<file path="src/rtl/add3_pool_arbiter.sv">
// Two requesters share one 3-stage pipelined three-operand adder, with round-robin arbitration.
// Optional per-requester grant counters are compiled in when ADD3_POOL_ARBITER_PERF_EN is defined.
module add3_pool_arbiter #(
  parameter int W = 32
) (
  input  logic         clk,
  input  logic         rst_n,
  input  logic         hold,
  input  logic         req0_valid,
  input  logic [W-1:0] req0_x,
  input  logic [W-1:0] req0_y,
  input  logic [W-1:0] req0_z,
  input  logic         req1_valid,
  input  logic [W-1:0] req1_x,
  input  logic [W-1:0] req1_y,
  input  logic [W-1:0] req1_z,
  output logic         req0_ready,
  output logic         req1_ready,
  output logic         res_valid,
  output logic         res_id,
  output logic [W-1:0] res_data,
  output logic         busy
`ifdef ADD3_POOL_ARBITER_PERF_EN
  ,
  output logic [15:0]  grant_cnt0,
  output logic [15:0]  grant_cnt1
`endif
);

  logic         last_grant;
  logic         sel;
  logic         grant_en;
  logic         accept;

  logic         s0_valid;
  logic         s0_id;
  logic [W-1:0] s0_x;
  logic [W-1:0] s0_y;
  logic [W-1:0] s0_z;

  logic         s1_valid;
  logic         s1_id;
  logic [W-1:0] s1_sum;
  logic [W-1:0] s1_y;

  // On contention the requester that was not granted most recently wins.
  always_comb begin
    sel = 1'b0;
    if (req0_valid && req1_valid) begin
      sel = ~last_grant;
    end else if (req1_valid) begin
      sel = 1'b1;
    end
    grant_en   = rst_n && !hold && (req0_valid || req1_valid);
    req0_ready = grant_en && !sel;
    req1_ready = grant_en && sel;
  end

  assign accept = req0_ready || req1_ready;

  // The result register counts as the last stage, so busy covers only the two stages before it.
  assign busy = s0_valid || s1_valid;

  always_ff @(posedge clk) begin
    if (!rst_n) begin
      last_grant <= 1'b1;
      s0_valid   <= 1'b0;
      s0_id      <= 1'b0;
      s0_x       <= '0;
      s0_y       <= '0;
      s0_z       <= '0;
      s1_valid   <= 1'b0;
      s1_id      <= 1'b0;
      s1_sum     <= '0;
      s1_y       <= '0;
      res_valid  <= 1'b0;
      res_id     <= 1'b0;
      res_data   <= '0;
    end else begin
      if (accept) begin
        last_grant <= sel;
      end

      s0_valid <= accept;
      if (accept) begin
        s0_id <= sel;
        s0_x  <= sel ? req1_x : req0_x;
        s0_y  <= sel ? req1_y : req0_y;
        s0_z  <= sel ? req1_z : req0_z;
      end

      s1_valid <= s0_valid;
      if (s0_valid) begin
        s1_id  <= s0_id;
        s1_sum <= s0_z + s0_x;
        s1_y   <= s0_y;
      end

      // The result id and data keep their previous value between completions.
      res_valid <= s1_valid;
      if (s1_valid) begin
        res_id   <= s1_id;
        res_data <= s1_sum + s1_y;
      end
    end
  end

`ifdef ADD3_POOL_ARBITER_PERF_EN
  always_ff @(posedge clk) begin
    if (!rst_n) begin
      grant_cnt0 <= '0;
      grant_cnt1 <= '0;
    end else begin
      if (req0_ready) grant_cnt0 <= grant_cnt0 + 16'd1;
      if (req1_ready) grant_cnt1 <= grant_cnt1 + 16'd1;
    end
  end
`endif

endmodule

</file>
<file path="config.mk">
export PLATFORM = sky130hd
export DESIGN_NAME = add3_pool_arbiter
export DESIGN_NICKNAME = d
export VERILOG_FILES = /design/src/rtl/add3_pool_arbiter.sv
export SDC_FILE = /design/constraint.sdc
export NUM_CORES = 1
export LEC_CHECK = 0
export BUFFER_PORTS_ARGS = -buffer_cell sky130_fd_sc_hd__buf_2
export CORE_MARGIN = 10
export CORE_UTILIZATION = 50
export DETAILED_ROUTE_END_ITERATION = 7
export PLACE_DENSITY = 0.87
export SLEW_MARGIN = 20
export SYNTH_ARGS = -nofsm -noshare
export SYNTH_HDL_FRONTEND = slang
export SYNTH_SLANG_ARGS = --single-unit
export TNS_END_PERCENT = 1
</file>
<file path="constraint.sdc">
create_clock -name clk -period 2.6 [get_ports clk]
set_input_delay 0.26 -clock clk [delete_from_list [all_inputs] [get_ports clk]]
set_output_delay 0.26 -clock clk [all_outputs]
set_load 0.01 [all_outputs]
</file>
==> results of run 1 <==
-- final cells by class --
cell class,count,area [µm²],share of cell area (%)
multi-input combinational,807,6412,49.26
tap,275,344.1,2.643
inverter,15,56.30,0.4325
sequential,199,3990,30.65
timing repair buffer,287,1624,12.47
clock buffer,19,452.9,3.479
clock inverter,12,138.9,1.067
-- flip-flops by register name (all words and copies together), names as in the netlist --
signal and cells:
res_data 32, s0_x 32, s0_y 32, s0_z 32, s1_sum 32, s1_y 32
last_grant 1, res_id 1, res_valid 1, s0_id 1, s0_valid 1, s1_id 1
s1_valid 1
-- cells by family (layout without fill, tap and decap cells) --
family | count (synthesis) | after routing | share of synthesized area [%]
mux | 71 | 71 | 6.727
buf+inv | 89 | 333 | 3.594
xor+xnor | 53 | 53 | 4.386
flops | 199 | 199 | 37.64
compound gates | 297 | 297 | 22.45
simple gates | 322 | 322 | 17.49
fa+ha+maj | 64 | 64 | 7.709
-- path summary, 6_finish.rpt --
kind	end	slack (ps)	depth (start not counted)
max reg2reg	res_data[28]	-210	11
min	s0_z[15]	80	3
min reg2reg	last_grant	480	2
max	res_data[28]	-210	11
-- worst min-delay path, cell delays in order --
cell and delay, ps:
buf_2 70, a222oi_1 50, nor2b_1 100
-- metal layers --
layer,GRT usage (%),share of wire [%],vias up
met5,0,0,-
li1,-,-,4599
met4,7.263,2.2,0
met3,4.735,6.9,48
met2,36.66,48,430
met1,27.57,43,4537
-- per-stage QoR --
stage	setup TNS (ps)	hold WS [ps]	cells	power, mW
2_1_floorplan	-232.6	432.7	1095	3.834
3_3_place_gp	-601.0	445.8	1583	4.171
3_5_place_dp	-1628	474.4	1583	4.197
4_1_cts	-359.7	63.67	1614	6.850
5_1_grt	-1774	70.98	1614	7.089
6_report	-587.0	78.12	1614	6.826
-- cells in the mapped netlist, types with 10 or more instances --
cell,number
nor2_1,22
o21ai_0,24
o21a_1,10
o21ai_1,11
nand2_1,42
nor2b_1,179
a21oi_1,55
a21o_1,18
clkbuf_1,60
xor2_1,17
a222oi_1,96
inv_1,15
dfxtp_1,199
nand3b_1,10
nor3_1,10
xnor2_1,36
nand3_1,22
ha_1,62
mux2i_1,70
-- power breakdown --
part / total, mW / switching, mW / internal (mW)
combinational: 0.903 / 0.454 / 0.449
sequential: 3.25 / 0.0904 / 3.16
clock: 2.67 / 1.20 / 1.48
total: 6.83 / 1.74 / 5.09
-- what timing repair did --
| item | in CTS | in global routing |
|---|---|---|
| pin swaps | 9 | 7 |
| gates resized for setup | 12 | 21 |
| endpoints found under the setup margin | 14 | 27 |
==> results.txt, run 1 <==
status - finished, violations left
failing checks - setup timing
Post-synth EDFFs - 0
commonest non-fill, non-tap cell in the layout - buf_2
via count of the first global-routing pass - 9583
Post-Syn Nets - 1356
Worst R2R Start - s1_sum[0]
drt wl/cell - 19.21 µm
P_leak - 5.619 nW
Setup Buffers After CTS - 0
initial antenna violation count - 0
GRT Residual Overflow - 0
I/O pin count - 234
final hold violations - 0
Layout fillers - 1705
Worst EP arrival - 3130 ps
hold_buf cts - 0
CTS tree - yes
Critical path origin - s1_sum[0]
DRC - 0
DRT iter0 DRCs - 932
Layout Skew - 11.78 ps
pin count of the biggest net entering global routing - 206
CORE AREA - 20960 µm²
fraction of layout cells with a size suffix above 1 - 28.16%
GPL Wtd Cong - 0.9268
final WL - 31010 µm
Synth area leader - dfxtp_1
max incr delay on CP - 360 ps
die width - 165.5 µm
CP Buf/Inv Count - 0
Setup-failing EPs final - 8
Yosys top cell area share - 37.64%
Setup WS pre-CTS - -259.1 ps
Slew Limit Fails - 0
Die Y-Extent - 165.5 µm
Max-Cap Viols - 0
Cells after Synth - 1095
Final period util - 108.0%
1st-pass router iterations - 8
H-tree Lvls - 4
Cell Area, Synth - 10580 µm²
Fmax achieved - 356.1 MHz
first-pass GRT wire length - 48650 µm
sequential element share of the synthesized area - 37.64%
DP HPWL - 23290 µm
Worst Path Required - 2920 ps
Synth Flop Type - dfxtp_1
diodes inserted - 0
worst-margin pin slew - 871.6 ps
Initial Utilization - 50.50%
Final Instance Area - 13020 µm²
Setup Crit Path Kind - reg2reg
CTS Buf Count - 17
final setup margin - -208.1 ps
nets@finish - 1588
Util after Layout - 62.13%
DIE AREA - 27380 µm²
post-synthesis register bit count - 199
clock buffer depth - 2
Power Density - 524.3 nW/µm²
RSZ-0062 raised after global routing - true
clk_lat worst skew - 440 ps
Synth area leaders - dfxtp_1 38%, nor2b_1 11%, a222oi_1 9.1%
maximum VDD drop - 0.4197 mV
Vias/cell - 5.957
P&R area growth vs syn - 23.02%
clock-pin slew on the worst setup and hold paths - 70 ps
# clock sinks - 199
post-route ant nets - 0
num rows - 53
all-layer global routing usage - 21.98%
critical path capture point type - flop
via count - 9614
Worst Hold Class - in2reg
Worst setup SP type - flop
Yosys warning count - 0
critical hold path startpoint - req1_z[15]
critical-path cell list - ha_4 > fa_2 > a211oi_2 > nor2_1 > o32a_4 > a21o_4 > a2111oi_4 > o31ai_2 > a21oi_2 > nor4b_2 > a311o_1
instance area at placement - 12280 µm²
root buffer cell - clkbuf_16
Top delay family on crit path - compound AO/OA/AOI/OAI gates
Slowest-stage cell, CP - fa_2
syn_area_per_cell - 9.665 µm²
async set-reset flop share out of synthesis - 0%
minimum clock period - 2808 ps
Distinct cells, synth - 76
CP Max Fanout - 2
Rel. slew slack - 41.89%
number of port buffers - 233
most frequent cells in the layout - 232 x buf_2, 196 x dfxtp_1, 179 x nor2b_1, 96 x a222oi_1, 70 x mux2i_1
Power figures use the tool's default switching activity.
==> run 2, diff against run 1 <==
- CORE_ASPECT_RATIO: unset -> 0.5
==> results.txt, run 2 (synthesis gave the netlist of run 1 again) <==
worst-margin pin slew - 719.1 ps
maximum VDD drop - 0.4764 mV
Setup WS pre-CTS - -267.9 ps
Worst Hold Class - in2reg
Fmax achieved - 356.8 MHz
Worst EP arrival - 3140 ps
nets@finish - 1589
Slew Limit Fails - 0
Setup Crit Path Kind - reg2reg
all-layer global routing usage - 22.35%
Worst Path Required - 2940 ps
1st-pass router iterations - 8
clk_lat worst skew - 450 ps
final setup TNS - -689.3 ps
Util after Layout - 62.92%
root buffer cell - clkbuf_16
CTS tree - yes
diodes inserted - 0
P&R area growth vs syn - 23.04%
DRC - 17
failing checks - DRC, setup timing
Power Density - 530.2 nW/µm²
GPL Wtd Cong - 0.9329
Layout fillers - 1631
clock-pin slew on the worst setup and hold paths - 80 ps
GRT Residual Overflow - 0
post-route ant nets - 0
Layout Skew - 11.49 ps
Die Y-Extent - 122.9 µm
final hold violations - 0
Max-Cap Viols - 0
Initial Utilization - 51.14%
CORE AREA - 20690 µm²
DP HPWL - 23960 µm
DRT iter0 DRCs - 1070
final setup margin - -202.9 ps
P_leak - 5.596 nW
num rows - 37
Worst setup SP type - flop
Vias/cell - 6.018
I/O pin count - 234
most frequent cells in the layout - 232 x buf_2, 193 x dfxtp_1, 179 x nor2b_1, 96 x a222oi_1, 70 x mux2i_1
status - finished, violations left
Final period util - 107.8%
# clock sinks - 199
CTS Buf Count - 17
first-pass GRT wire length - 50070 µm
commonest non-fill, non-tap cell in the layout - buf_2
RSZ-0062 raised after global routing - true
via count - 9707
Setup-failing EPs final - 9
critical path capture point type - flop
Rel. slew slack - 52.06%
number of port buffers - 233
die width - 225.7 µm
fraction of layout cells with a size suffix above 1 - 28.43%
minimum clock period - 2803 ps
CP Max Fanout - 3
pin count of the biggest net entering global routing - 208
drt wl/cell - 20.06 µm
DIE AREA - 27740 µm²
final WL - 32360 µm
initial antenna violation count - 1
H-tree Lvls - 4
clock buffer depth - 2
via count of the first global-routing pass - 9472
-- run 2: cell types whose count changed in the layout (fill, tap and decap cells not counted), sizes merged --
cell	change
inv	+3
clkbuf	-1
clkinv	-2
buf	+1
-- run 2: worst paths after layout --
| kind | startpoint | end | slack [ps] | depth (start not counted) |
|---|---|---|---|---|
| worst max register to register | s1_y[0] | res_data[28] | -200 | 11 |
| worst max-delay path | s1_y[0] | res_data[28] | -200 | 11 |
| worst min register to register | last_grant | last_grant | 470 | 2 |
| worst min-delay path | req1_x[12] | s0_x[12] | 70 | 3 |
-- run 2: layer usage --
layer	GRT usage (%)	share of wire [%]
met5	0	0.040
met4	8.092	2.0
met3	3.714	5.7
met2	37.44	49
met1	28.75	43
-- run 2: stage by stage --
stage               power (mW)  hold slack, ps  cell area [µm²]  cells
detailed placement       4.188           452.0            12250   1580
finish                   6.904           74.19            13020   1613
global placement         4.156           443.7            12250   1580
global route             7.139           68.15            13020   1613
floorplan                3.834           432.7            10610   1095
CTS                      6.904           68.86            12910   1613
-- run 2: cell type report --
type | instances | area, µm² | area share, %
clock inverters | 13 | 160.2 | 1.230
clock buffers | 18 | 439.2 | 3.373
multi-input cells | 807 | 6411 | 49.24
inverters | 15 | 56.30 | 0.4324
repair buffers | 288 | 1619 | 12.43
flip-flops and latches | 199 | 3994 | 30.67
well taps | 273 | 341.6 | 2.623
-- run 2: critical path, stage by stage, from the launching register on --
cell	delay, ps
dfxtp_2	340
ha_4	160
fa_2	370
a211oi_2	180
nor2_1	90
o32a_4	330
a21o_4	230
a2111oi_4	330
o31ai_2	110
a21oi_2	190
nor4b_2	70
a311o_1	280
-- run 2: report_power, final --
part | total, mW | internal (mW) | switching [mW]
registers | 3.26 | 3.16 | 0.103
clock network | 2.75 | 1.47 | 1.28
logic | 0.891 | 0.444 | 0.446
total | 6.90 | 5.08 | 1.83
-- run 2: repair_timing --
item / CTS / global route
setup endpoints to repair: 19 / 27
hold buffers: 0 / 0
pin swaps: 9 / 3
gates resized for setup: 11 / 21
hold endpoints to repair: 0 / 0
setup buffers: 2 / 0
